[config.mk]
export PLATFORM = sky130hd
export DESIGN_NAME = frac_feeder
export DESIGN_NICKNAME = d
export VERILOG_FILES = /design/src/rtl/frac_pkg.sv /design/src/rtl/frac_row_buf.sv /design/src/rtl/frac_feeder.sv
export SDC_FILE = /design/constraint.sdc
export NUM_CORES = 1
export LEC_CHECK = 0
export ABC_CLOCK_PERIOD_IN_PS = 11060
export BUFFER_PORTS_ARGS = -buffer_cell sky130_fd_sc_hd__buf_2
export CORE_MARGIN = 2
export CORE_UTILIZATION = 40
export CTS_CLUSTER_SIZE = 40
export DETAILED_ROUTE_END_ITERATION = 10
export PLACE_DENSITY = 0.63
export SYNTH_ARGS = -nofsm -noshare
export SYNTH_HDL_FRONTEND = slang
export SYNTH_SLANG_ARGS = --single-unit
[constraint.sdc]
create_clock -name clk -period 11.06 [get_ports clk]
set_input_delay 2.765 -clock clk [delete_from_list [all_inputs] [get_ports clk]]
set_output_delay 2.765 -clock clk [all_outputs]
set_load 0.05 [all_outputs]
[src/rtl/frac_pkg.sv]
// Shared constants, FSM encoding and the org-window helper for the fractional
// search feeder.
package frac_pkg;

  localparam int PIX_W       = 8;
  localparam int PIX_PER_ROW = 8;
  localparam int ROWS        = 8;
  localparam int ROW_W       = PIX_W * PIX_PER_ROW;
  localparam int ROW_AW      = 3;
  localparam int CNT_W       = 3;
  localparam int RES_WAIT    = 2;
  localparam int ORG_HI      = 55;
  localparam int ORG_LO      = 8;
  localparam int ORG_W       = ORG_HI - ORG_LO + 1;

  typedef enum logic [1:0] {
    ST_IDLE = 2'd0,
    ST_FEED = 2'd1,
    ST_WAIT = 2'd2,
    ST_DONE = 2'd3
  } state_t;

  // The search engine only consumes the six interior pixels of an org row.
  function automatic logic [ORG_W-1:0] org_window(input logic [ROW_W-1:0] row);
    return row[ORG_HI:ORG_LO];
  endfunction

endpackage

[src/rtl/frac_row_buf.sv]
// CUR and ORG row buffers: one shared write port, one combinational read port
// per buffer, cleared by synchronous reset.
module frac_row_buf
  import frac_pkg::*;
(
  input  logic              clk,
  input  logic              reset,
  input  logic              wr_en,
  input  logic              wr_sel,
  input  logic [ROW_AW-1:0] wr_row,
  input  logic [ROW_W-1:0]  wr_data,
  input  logic [ROW_AW-1:0] cur_rd_row,
  output logic [ROW_W-1:0]  cur_rd_data,
  input  logic [ROW_AW-1:0] org_rd_row,
  output logic [ORG_W-1:0]  org_rd_win
);

  logic [ROW_W-1:0] cur_mem [ROWS];
  logic [ROW_W-1:0] org_mem [ROWS];

  always_ff @(posedge clk) begin
    if (reset) begin
      for (int r = 0; r < ROWS; r++) begin
        cur_mem[r] <= '0;
        org_mem[r] <= '0;
      end
    end else if (wr_en) begin
      if (wr_sel) org_mem[wr_row] <= wr_data;
      else        cur_mem[wr_row] <= wr_data;
    end
  end

  assign cur_rd_data = cur_mem[cur_rd_row];
  assign org_rd_win  = org_window(org_mem[org_rd_row]);

endmodule

[src/rtl/frac_feeder.sv]
// Streams an 8-row CUR/ORG block to the fractional search engine and captures
// its motion vector. Define FRAC_FEEDER_SAD_EN to also capture the SAD result.
module frac_feeder
  import frac_pkg::*;
(
  input  logic              clk,
  input  logic              reset,
  input  logic              wr_en,
  input  logic              wr_sel,
  input  logic [ROW_AW-1:0] wr_row,
  input  logic [ROW_W-1:0]  wr_data,
  input  logic              start,
  output logic              busy,
  output logic              wr_drop,
  output logic              ready,
  output logic [ROW_W-1:0]  cur_pix,
  output logic [ORG_W-1:0]  org_pix,
  input  logic [2:0]        mvx_in,
  input  logic [2:0]        mvy_in,
  output logic              mv_valid,
  output logic [2:0]        mvx,
  output logic [2:0]        mvy
`ifdef FRAC_FEEDER_SAD_EN
  ,
  input  logic [11:0]       sad_in,
  output logic [11:0]       sad_out
`endif
);

  state_t            state, state_next;
  logic [CNT_W-1:0]  cnt, cnt_next;
  logic [ROW_AW-1:0] org_rd_row;
  logic [ROW_W-1:0]  cur_rd_data;
  logic [ORG_W-1:0]  org_rd_win;
  logic              feed_next;
  logic              org_live;
  logic              capture;

  frac_row_buf u_buf (
    .clk         (clk),
    .reset       (reset),
    .wr_en       (wr_en & ~busy),
    .wr_sel      (wr_sel),
    .wr_row      (wr_row),
    .wr_data     (wr_data),
    .cur_rd_row  (cnt_next),
    .cur_rd_data (cur_rd_data),
    .org_rd_row  (org_rd_row),
    .org_rd_win  (org_rd_win)
  );

  always_comb begin
    state_next = state;
    cnt_next   = cnt;
    capture    = 1'b0;
    case (state)
      ST_IDLE: begin
        if (start) begin
          state_next = ST_FEED;
          cnt_next   = '0;
        end
      end
      ST_FEED: begin
        if (cnt == CNT_W'(ROWS - 1)) begin
          state_next = ST_WAIT;
          cnt_next   = '0;
        end else begin
          cnt_next = cnt + 1'b1;
        end
      end
      ST_WAIT: begin
        if (cnt == CNT_W'(RES_WAIT - 1)) begin
          state_next = ST_DONE;
          cnt_next   = '0;
          capture    = 1'b1;
        end else begin
          cnt_next = cnt + 1'b1;
        end
      end
      ST_DONE: begin
        state_next = ST_IDLE;
        cnt_next   = '0;
      end
      default: begin
        state_next = ST_IDLE;
        cnt_next   = '0;
      end
    endcase
  end

  // Outputs are registered from the next state so they line up with the FSM.
  always_comb begin
    feed_next  = (state_next == ST_FEED);
    org_rd_row = cnt_next - 1'b1;
    org_live   = (cnt_next >= CNT_W'(2));
  end

  always_ff @(posedge clk) begin
    if (reset) begin
      state    <= ST_IDLE;
      cnt      <= '0;
      ready    <= 1'b0;
      cur_pix  <= '0;
      org_pix  <= '0;
      mv_valid <= 1'b0;
      mvx      <= '0;
      mvy      <= '0;
      wr_drop  <= 1'b0;
      busy     <= 1'b0;
    end else begin
      state    <= state_next;
      cnt      <= cnt_next;
      ready    <= feed_next;
      cur_pix  <= feed_next ? cur_rd_data : '0;
      org_pix  <= (feed_next && org_live) ? org_rd_win : '0;
      mv_valid <= (state_next == ST_DONE);
      busy     <= (state_next != ST_IDLE);
      wr_drop  <= wr_en & busy;
      if (capture) begin
        mvx <= mvx_in;
        mvy <= mvy_in;
      end
    end
  end

`ifdef FRAC_FEEDER_SAD_EN
  always_ff @(posedge clk) begin
    if (reset)        sad_out <= '0;
    else if (capture) sad_out <= sad_in;
  end
`endif

endmodule

======== Yosys cells after proc, flatten, opt, wreduce, memory -nomap -nowiden ========
Memories as Yosys holds them, arrays and structs flattened. A register that Yosys moved wholly into a read port is not among the register bits.
Cells that the tools add are included.
storage, ports and cells
  logic and storage cells ................. 58
  RAM bits ................................ 1024
  register bits after elaboration ......... 15
  output and inout port bits .............. 122
  memories ................................ 2
  input port bits ......................... 78
memory list
  memory         words  bits a word  rd ports  clocked after Yosys merged registers in  wr ports  RTL line            RTL
  u_buf.cur_mem  8      64           1         1                                        8         frac_row_buf.sv:18  logic [ROW_W-1:0] cur_mem [ROWS];
  u_buf.org_mem  8      64           1         1                                        8         frac_row_buf.sv:19  logic [ROW_W-1:0] org_mem [ROWS];
cells by class
  multiplexer cells ....................... 26
  equality and inequality tests ........... 7
  bitwise gates (word level) .............. 5
  reduce and logical (&&, ||, !) cells .... 7
  magnitude comparators ................... 1
  add/sub/neg operators ................... 2
operator list
  cell                   number
  $mux W64               2
  $reduce_or A64 Y1      2
  $mux W3                5
  $mux W1                14
  $pmux W3 S4            1
  $pmux W2 S4            1
  $eq A2 B2 Y1 const B   3
  $mux W2                3
  $eq A2 B1 Y1 const B   2
  $reduce_or A2 Y1       2
  $add A3 B1 Y3 const B  1
  $eq A3 B1 Y1 const B   1
  $eq A3 B3 Y1 const B   1
  $ge A3 B2 Y1 const B   1
  $not A1 Y1             3
  $sub A3 B1 Y3 const B  1
  $and A1 B1 Y1          2
  $logic_not A2 Y1       1
  $reduce_bool A2 Y1     1
  $logic_and A1 B1 Y1    1

======== Longest topological paths before layout ========
Gate-level depths: netlist (run 1).
  word-level depth ........................ 7
  gate-level depth with buffers ........... 16
  mapped depth without buffers ............ 10

======== Cells and area by module ========
From an unflattened synthesis (run 1), not the netlist that was laid out.
second synthesis, totals
  cells, all modules ...................... 2892
  area, all modules ....................... 44034.7 um^2
by module, submodules not included
  module        cells each  sequential area each (um^2)  area each (um^2)  times used
  frac_row_buf  2530        26905.8                      39947.1           1
  frac_feeder   362         2542.4                       4087.7            1

======== Worst setup path before layout (run 1) ========
No wires, ideal clock.
  path type ............................... input to register
  start point ............................. in reset
  end point ............................... mem u_buf.cur_mem[2][0] in the netlist's numbering, enable pin
  path buffers ............................ 2
  library setup time ...................... 574 ps
  arrival time ............................ 8076 ps
  path slack .............................. 2410 ps
  stages .................................. 6
  data required time ...................... 10486 ps
  path through ............................ buf_2 -> inv_2 -> nand3_1 -> or3_1 -> clkbuf_1 -> o21ai_0
RTL lines
  item                RTL line            RTL
  start: declaration  frac_feeder.sv:7    input logic reset,
  end: declaration    frac_row_buf.sv:18

==> impl_metrics.toml, run 1 <==
[clocking]
htree_num_levels = 3
cts.sinks = 1023
cts_tree = "done"
path_clk_slew_ns = 0.06
postCtsSetupRepairBufs = 0
root_buffer = "clkbuf_16"
cts_buffers = 108
cts.repair.resized = 0
ctsHoldBuffers = 0
clock_latency_ns = 0.68
cts_buffer_depth = 3

[critical_path]
arrival_ns = 6.49
crit_path_end_kind = "register"
cp-start-kind = "input port"
crit_fanout = 65
worstPathRequired_ns = 11.34
cpPeakStageDelay_ns = 0.76
critical_path_class = "in -> reg"
crit_path_top_delay_cell = "buf_4"
cp_common_cell = "buf_4"
crit_chain = "buf_2 > inv_2 > nand3_1 > or3_1 > nor3_2 > buf_4 > or2_4 > buf_4"

[sta]
fmax_ghz = 0.161
fin_crit_ns = 6.21
relSlewSlack_pct = 21.5
hold_viol = 0
setup_slack_ns = 4.85
rsz0062_at_grt = "no"
skew_ns = 0.0318
maxSlewViolCount = 0
tightestPinTransition_ns = 1.17
finalSetupViolations = 0
period_share_pct = 56.2
timing.setup.tns_ns = 0

[power]
clock_power_share_pct = 39.8
power_frac_comb_pct = 10.0
vdd_ir_drop_max_uv = 124
switching_share_pct = 24.4
p_sw_uw = 2140
total_power_uw = 8780
p_seq_share_pct = 50.2
p_per_area_nw_per_um2 = 177
intPower_uw = 6640
p_leak_uw = 0.0204

[placement]
hpwl_um = 60500
port_buffers = 199
gp_congestion = 0.749
pre_cts_ws_ns = 4.17

[yosys]
synthesis.nets = 3105
synth_area_leaders = "edfxtp_1, and2_1, mux2i_1"
ys_async_sr_fraction_pct = 0
yosysTopAreaCell = "edfxtp_1"
synth.distinct_cells = 37
synth_commonest_cells = "and2_1, edfxtp_1, mux2i_1"
synth_edf_count = 896
yosysSeqAreaShare_pct = 67.1
netlist_instances = 3021
yosys.cell_count.top_type = "and2_1"
ys_warn_count = 0
netlist_area_um2 = 43900
ys.flop_type = "edfxtp_1"
syn_area_per_cell_um2 = 14.5
synth-seq-cells = 1023
synth_top_area_share_pct = 61.3

[detailed_routing]
wl_per_cell_um = 24.8
vias = 24581
drt-initial-drc-count = 2521
post_drt_via_cell_ratio = 5.29
antenna_left = 0
drc = 0
first_pass_iters = 5
routed_wl_um = 115000

[floorplanning]
die_w_um = 335
fp.dieH_um = 335
core_um2 = 109000
io_pins = 200
dieArea_um2 = 112000
num_rows = 121
start_util_pct = 40.3

[global_route]
grt_pass1_vias = 24380
grt_max_degree = 126
grt_first_pass_wirelength_um = 168000
grt-ovfl-total = 0
antenna_found_initial = 13
grt_usage_pct = 20.4

[final_layout]
drive_gt1_share_pct = 16.6
fin_nets = 3218
area_delta_synth_final_pct = 13.1
fill_cells = 9512

[worst_hold_path]
hold_path.class = "reg -> reg"

[run_status]
status = "finished, final reports clean"

[flow_run]
timing.max_cap.violations = 0
-- critical path, delay by kind of cell --
kind,cells,cell delay (ns)
buffers and inverters,4,2.19
AND/OR/NAND/NOR,4,1.47
-- layout make-up --
| cell class | instances | area [µm²] | area share, % |
|---|---|---|---|
| multi-input cells | 1744 | 13600 | 27.4 |
| inverters | 11 | 48.8 | 0.0983 |
| diodes | 5 | 12.5 | 0.0252 |
| clock inverters | 43 | 352 | 0.708 |
| flip-flops and latches | 1023 | 29400 | 59.3 |
| repair buffers | 246 | 1370 | 2.77 |
| well taps | 1414 | 1770 | 3.56 |
| clock buffers | 159 | 3040 | 6.12 |
-- cell families after synthesis --
| family | after synthesis | share of synthesized area, % |
|---|---|---|
| mux | 425 | 12.4 |
| simple gates | 1176 | 15.3 |
| flops | 1023 | 67.1 |
| compound gates | 135 | 2.32 |
| buf+inv | 254 | 2.64 |
| xor+xnor | 2 | 0.0399 |
| fa+ha+maj | 6 | 0.171 |
-- routing by layer --
metal / part of all wire (%) / GRT usage, %
met5: 0.17 / 0
met4: 2.0 / 5.09
met3: 7.3 / 3.37
met2: 47 / 32.4
met1: 44 / 29.2
-- per-stage QoR --
stage,std cells,hold slack [ns],instance area [µm²],utilization (%)
CTS,4640,0.489,49600,45.6
detailed placement,4438,0.477,46200,42.5
global route,4640,0.512,49600,45.6
global placement,4438,0.468,46200,42.5
finish,4645,0.483,49600,45.6
floorplan,3021,0.578,43900,-
-- registers in the layout, indices dropped and copies added (netlist names), 2 cells and up --
| signal | flops |
|---|---|
| mvy | 3 |
| cur_pix | 64 |
| u_buf.cur_mem | 512 |
| org_pix | 48 |
| cnt | 3 |
| mvx | 3 |
| u_buf.org_mem | 384 |
| state | 2 |
-- placed cells by master, fill, tap and decap left out, types with 2 or more instances in the layout --
cell,instances
mux4_2,96
nor2_1,14
or2_4,2
nor2_4,12
inv_2,2
clkinv_2,20
o21ai_4,13
diode_2,5
ha_1,5
nand2b_1,5
mux2i_1,328
a21oi_1,52
clkinvlp_4,3
nor3_2,4
buf_2,199
nand3_1,3
edfxtp_1,896
bufinv_16,5
a32o_1,64
nor3b_1,2
clkbuf_1,39
or2_2,2
clkbuf_8,10
inv_1,8
clkinv_1,12
dfxtp_1,127
nor3_1,2
buf_4,45
clkbuf_16,110
nand2_1,228
and2_1,898
buf_12,2
-- power groups by stage --
stage / Combinational (µW) / Sequential [µW] / Clock (µW)
after CTS: 885 / 4410 / 3550
final: 875 / 4410 / 3490
after floorplan: 476 / 4610 / 0
after detailed placement: 882 / 4490 / 0
after global routing: 930 / 4420 / 3700
after global placement: 880 / 4490 / 0
-- worst paths after layout --
kind	startpoint	end	slack (ns)	cells after the start
worst min-delay path	mvx[1]	mvx[1]	0.48	2
worst max-delay path	reset	u_buf.cur_mem[0][0]	4.85	8
worst max register to register	cnt[0]	cur_pix[19]	6.29	9
worst min register to register	mvx[1]	mvx[1]	0.48	2
Power figures use the tool's default switching activity.
==> inputs of run 2 (changes only) <==
ABC_CLOCK_PERIOD_IN_PS = 5300   (was 11060)
PLACE_DENSITY = 0.65   (was 0.63)
clock period = 5.3 ns   (was 11.06 ns; I/O delays follow)
==> run 2 against run 1 <==
Net effect:
- critical path depth increased by 1
- worst hold slack improved by 0.0050 ns
- via count increased by 0.18%
- critical path type is now reg -> reg
==> impl_metrics.toml, run 2 (synthesized netlist as in run 1, its figures left out) <==
[sta]
tightestPinTransition_ns = 1.08
fmax_ghz = 0.282
skew_ns = 0.0301
setup_slack_ns = 1.76
maxSlewViolCount = 0
fin_crit_ns = 3.54
period_share_pct = 66.9
hold_viol = 0
rsz0062_at_grt = "no"
finalSetupViolations = 0
timing.setup.tns_ns = 0
relSlewSlack_pct = 28.3

[final_layout]
largest_reg_flops = 512
drive_gt1_share_pct = 17.5
final_cell_mix = "and2_1, edfxtp_1, mux2i_1, nand2_1, buf_2"
fin_nets = 3236
regMostFlops = "u_buf.cur_mem"
area_delta_synth_final_pct = 14.3
utilization_pct = 46.1
final_area_um2 = 50200
reg_top3 = "u_buf.cur_mem x512, u_buf.org_mem x384, cur_pix x64"
final_common_cell = "and2_1"

[worst_hold_path]
min_delay_path_depth = 2
hold_path.class = "reg -> reg"

[detailed_routing]
drt-initial-drc-count = 2419
first_pass_iters = 5
routed_wl_um = 115000
antenna_left = 0
post_drt_via_cell_ratio = 5.28
drc = 0
vias = 24626
wl_per_cell_um = 24.7

[clocking]
htree_num_levels = 3
cts.sinks = 1023
ctsHoldBuffers = 0
cts.repair.resized = 0
path_clk_slew_ns = 0.06
cts_buffers = 107
postCtsSetupRepairBufs = 0
clock_latency_ns = 0.69
cts_tree = "done"
cts_buffer_depth = 3
root_buffer = "clkbuf_16"

[floorplanning]
die_w_um = 335
num_rows = 121
io_pins = 200
core_um2 = 109000
start_util_pct = 40.3
dieArea_um2 = 112000
fp.dieH_um = 335

[power]
switching_share_pct = 24.4
p_seq_share_pct = 49.3
p_per_area_nw_per_um2 = 372
power_frac_comb_pct = 10.0
clock_power_share_pct = 40.7
intPower_uw = 14100
vdd_ir_drop_max_uv = 248
p_leak_uw = 0.0207
p_sw_uw = 4560

[critical_path]
crit_path_end_kind = "register"
cp-start-kind = "register"
crit_path_top_delay_cell = "buf_4"
crit_family = "compound AO/OA/AOI/OAI gates"
crit_fanout = 48
worstPathRequired_ns = 5.82
r2r_setup_slack_ns = 1.76
cp.depth = 9
r2r_cells = 9
arrival_ns = 4.06
cpPeakStageDelay_ns = 0.64
crit_chain = "ha_1 > mux2_1 > a21oi_1 > o22a_4 > ha_1 > xnor2_2 > buf_4 > nand2_1 > a21oi_1"
critical_path_class = "reg -> reg"
cp.buffers_inverters = 1

[global_route]
grt_first_pass_wirelength_um = 170000
grt_pass1_vias = 25033
grt_usage_pct = 20.6
grt-ovfl-total = 0
grt_max_degree = 109
antenna_found_initial = 9

[run_status]
status = "finished, final reports clean"

[placement]
port_buffers = 199
hpwl_um = 64200
place_area_um2 = 46600
gp_congestion = 0.783
pre_cts_ws_ns = 1.30

[flow_run]
timing.max_cap.violations = 0
run 2: changes by cell type in the layout (fill, tap and decap cells not counted), sizes merged:
cell      previous run  this run
clkinvlp             3         2
clkinv              34        25
bufinv               5         8
buf                246       265
inv                 12        21
clkbuf             159       158
run 2: final timing paths:
check	start	endpoint
setup / recovery	cnt[0]	org_pix[4]
setup reg to reg	cnt[0]	org_pix[4]
hold reg to reg	mvx[2]	mvx[2]
hold / removal	mvx[2]	mvx[2]
run 2: per-layer routing:
layer  track usage [%]  vias up  routed length [µm]
li1                  -    11061                   -
met3              4.54      157                9690
met5                 0        -                  61
met4              5.95       10                2670
met1              28.3    12514               49300
met2              32.8      884               53700
run 2: worst reg2reg max path, cell delays in order, from the launching register on:
cell and delay (ns):
dfxtp_1 0.45, ha_1 0.25, mux2_1 0.34, a21oi_1 0.18, o22a_4 0.34, ha_1 0.39
xnor2_2 0.15, buf_4 0.64, nand2_1 0.11, a21oi_1 0.53
run 2: stage by stage:
step / power (µW) / hold WS, ns / instances
floorplan: 10600 / 0.578 / 3021
CTS: 18800 / 0.494 / 4660
global placement: 11200 / 0.472 / 4457
finish: 18700 / 0.488 / 4665
global route: 19300 / 0.522 / 4661
detailed placement: 11300 / 0.481 / 4457
run 2: area by class of cell:
class | instances | area, µm²
Tap cell | 1414 | 1770
Inverter | 11 | 48.8
Clock inverter | 45 | 469
Clock buffer | 158 | 3090
Antenna cell | 5 | 12.5
Timing Repair Buffer | 265 | 1720
Sequential cell | 1023 | 29400
Fill cell | 9299 | 58700
Multi-Input combinational cell | 1744 | 13600
run 2: power groups by stage:
stage          clock, µW  sequential (µW)  combinational [µW]
2_1_floorplan          0             9600                 995
3_3_place_gp           0             9360                1880
3_5_place_dp           0             9370                1890
4_1_cts             7720             9210                1890
5_1_grt             8030             9230                1990
6_report            7600             9200                1880
==> inputs of run 3 (changes only) <==
ABC_CLOCK_PERIOD_IN_PS = 3000   (was 5300)
clock period = 3 ns   (was 5.3 ns; I/O delays follow)
==> run 3 against run 2 <==
Net effect:
- largest power group unchanged
- routed wire length is 1.6% lower
- die area did not move
- cell count grew 1.1%
- power increased by 76%
- sequential share of layout area shrank 1.0 points
- sequential power up 77%
- worst hold slack lost 0.19 ns
- critical path type unchanged
==> impl_metrics.toml, run 3 (synthesized netlist as in run 1, its figures left out) <==
[final_layout]
finalNonFillerCells = 4718
reg_top3 = "u_buf.cur_mem x512, u_buf.org_mem x384, cur_pix x64"
largest_reg_flops = 512
final_cell_mix = "and2_1, edfxtp_1, mux2i_1, nand2_1, buf_2"
final_common_cell = "and2_1"
fin_nets = 3290
area_delta_synth_final_pct = 16.3
drive_gt1_share_pct = 18.9
fill_cells = 9186
regMostFlops = "u_buf.cur_mem"

[placement]
port_buffers = 199
hpwl_um = 65400
dp.cells = 4513
gp_congestion = 0.776

[floorplanning]
die_w_um = 335
core_um2 = 109000
fp.dieH_um = 335
dieArea_um2 = 112000
num_rows = 121
io_pins = 200
start_util_pct = 40.3

[worst_hold_path]
hold_path.class = "in -> reg"

[sta]
skew_ns = 0.0291
fmax_ghz = 0.347
finalSetupViolations = 0
tightestPinTransition_ns = 1.08
timing.setup.tns_ns = 0
holdWs_ns = 0.303
relSlewSlack_pct = 27.9
rsz0062_at_grt = "yes"
maxSlewViolCount = 0
hold_viol = 0
period_share_pct = 95.9
fin_crit_ns = 2.88

[power]
p_leak_uw = 0.0211
p_per_area_nw_per_um2 = 643
vdd_ir_drop_max_uv = 448
total_power_uw = 32800

[detailed_routing]
drt-initial-drc-count = 2403
wl_per_cell_um = 24.1
vias = 24991
first_pass_iters = 5
routed_wl_um = 114000
drc = 0
post_drt_via_cell_ratio = 5.30
antenna_left = 0

[flow_run]
timing.max_cap.violations = 0

[global_route]
grt_first_pass_wirelength_um = 169000
grt_usage_pct = 20.2
antenna_found_initial = 14
grt_max_degree = 65
grt-ovfl-total = 0
grt_pass1_vias = 25388

[clocking]
clock_latency_ns = 0.69
cts_buffers = 105
path_clk_slew_ns = 0.06
ctsHoldBuffers = 0
cts_buffer_depth = 3
cts.sinks = 1023
root_buffer = "clkbuf_16"
htree_num_levels = 3
cts_tree = "done"
postCtsSetupRepairBufs = 0

[critical_path]
arrival_ns = 3.45
crit_path_top_delay_cell = "ha_4"
crit_family = "adder cells"
cpPeakStageDelay_ns = 0.42
cp.buffers_inverters = 4
crit_fanout = 26
worstPathRequired_ns = 3.57
critical_path_class = "reg -> reg"
cp-start-kind = "register"
crit_path_end_kind = "register"
crit_chain = "inv_1 > ha_1 > mux2_1 > a21oi_1 > o22a_4 > inv_2 > ha_4 > buf_12 > buf_12 > mux4_2 > nand2_1 > a21oi_1"

[run_status]
status = "finished, final reports clean"
==> run 3: worst paths after layout <==
| path | from | depth (start not counted) | slack, ns | to |
|---|---|---|---|---|
| worst min-delay path | mvx_in[1] | 3 | 0.30 | mvx[1] |
| worst min register to register | mvx[1] | 2 | 0.48 | mvx[1] |
| worst max-delay path | cnt[1] | 12 | 0.12 | org_pix[23] |
| worst max register to register | cnt[1] | 12 | 0.12 | org_pix[23] |
==> run 3: repair_timing <==
action                                  CTS  global route
hold endpoints to repair                  0             0
resized for setup                         0             3
endpoints found under the setup margin    0            37
==> run 3: final cells by class <==
type,count,area (µm²),area share (%)
sequential,1023,29400,57.7
timing repair buffer,321,2660,5.21
multi-input combinational,1744,13600,26.7
tap,1414,1770,3.47
clock inverter,51,467,0.914
clock buffer,148,3010,5.90
inverter,11,56.3,0.110
antenna,6,15.0,0.0294
==> run 3: tightest hold or removal path, cell delays in order <==
cell	delay, ns
buf_2	0.08
mux2i_1	0.05
nor2_1	0.07
==> run 3: power by group <==
part | switching, µW | internal, µW | total, µW
clock network | 5560 | 7550 | 13100
registers | 217 | 16100 | 16300
logic | 2250 | 1200 | 3450
==> run 3: layer usage <==
layer  track usage (%)  wire (µm)
met5                 0         95
met3              3.92       8150
met2              33.2      54100
met4              4.72       2130
met1              27.8      49200
==> run 3: metrics by stage <==
step                      util (%)  setup slack [ns]  instance area [µm²]
after floorplan                  -            -0.437                44100
after global placement        43.7             0.148                47500
after detailed placement      43.7             0.102                47500
after global routing          46.9          -0.00992                51000
final                         46.9             0.122                51100
after CTS                     46.9            0.0795                51000
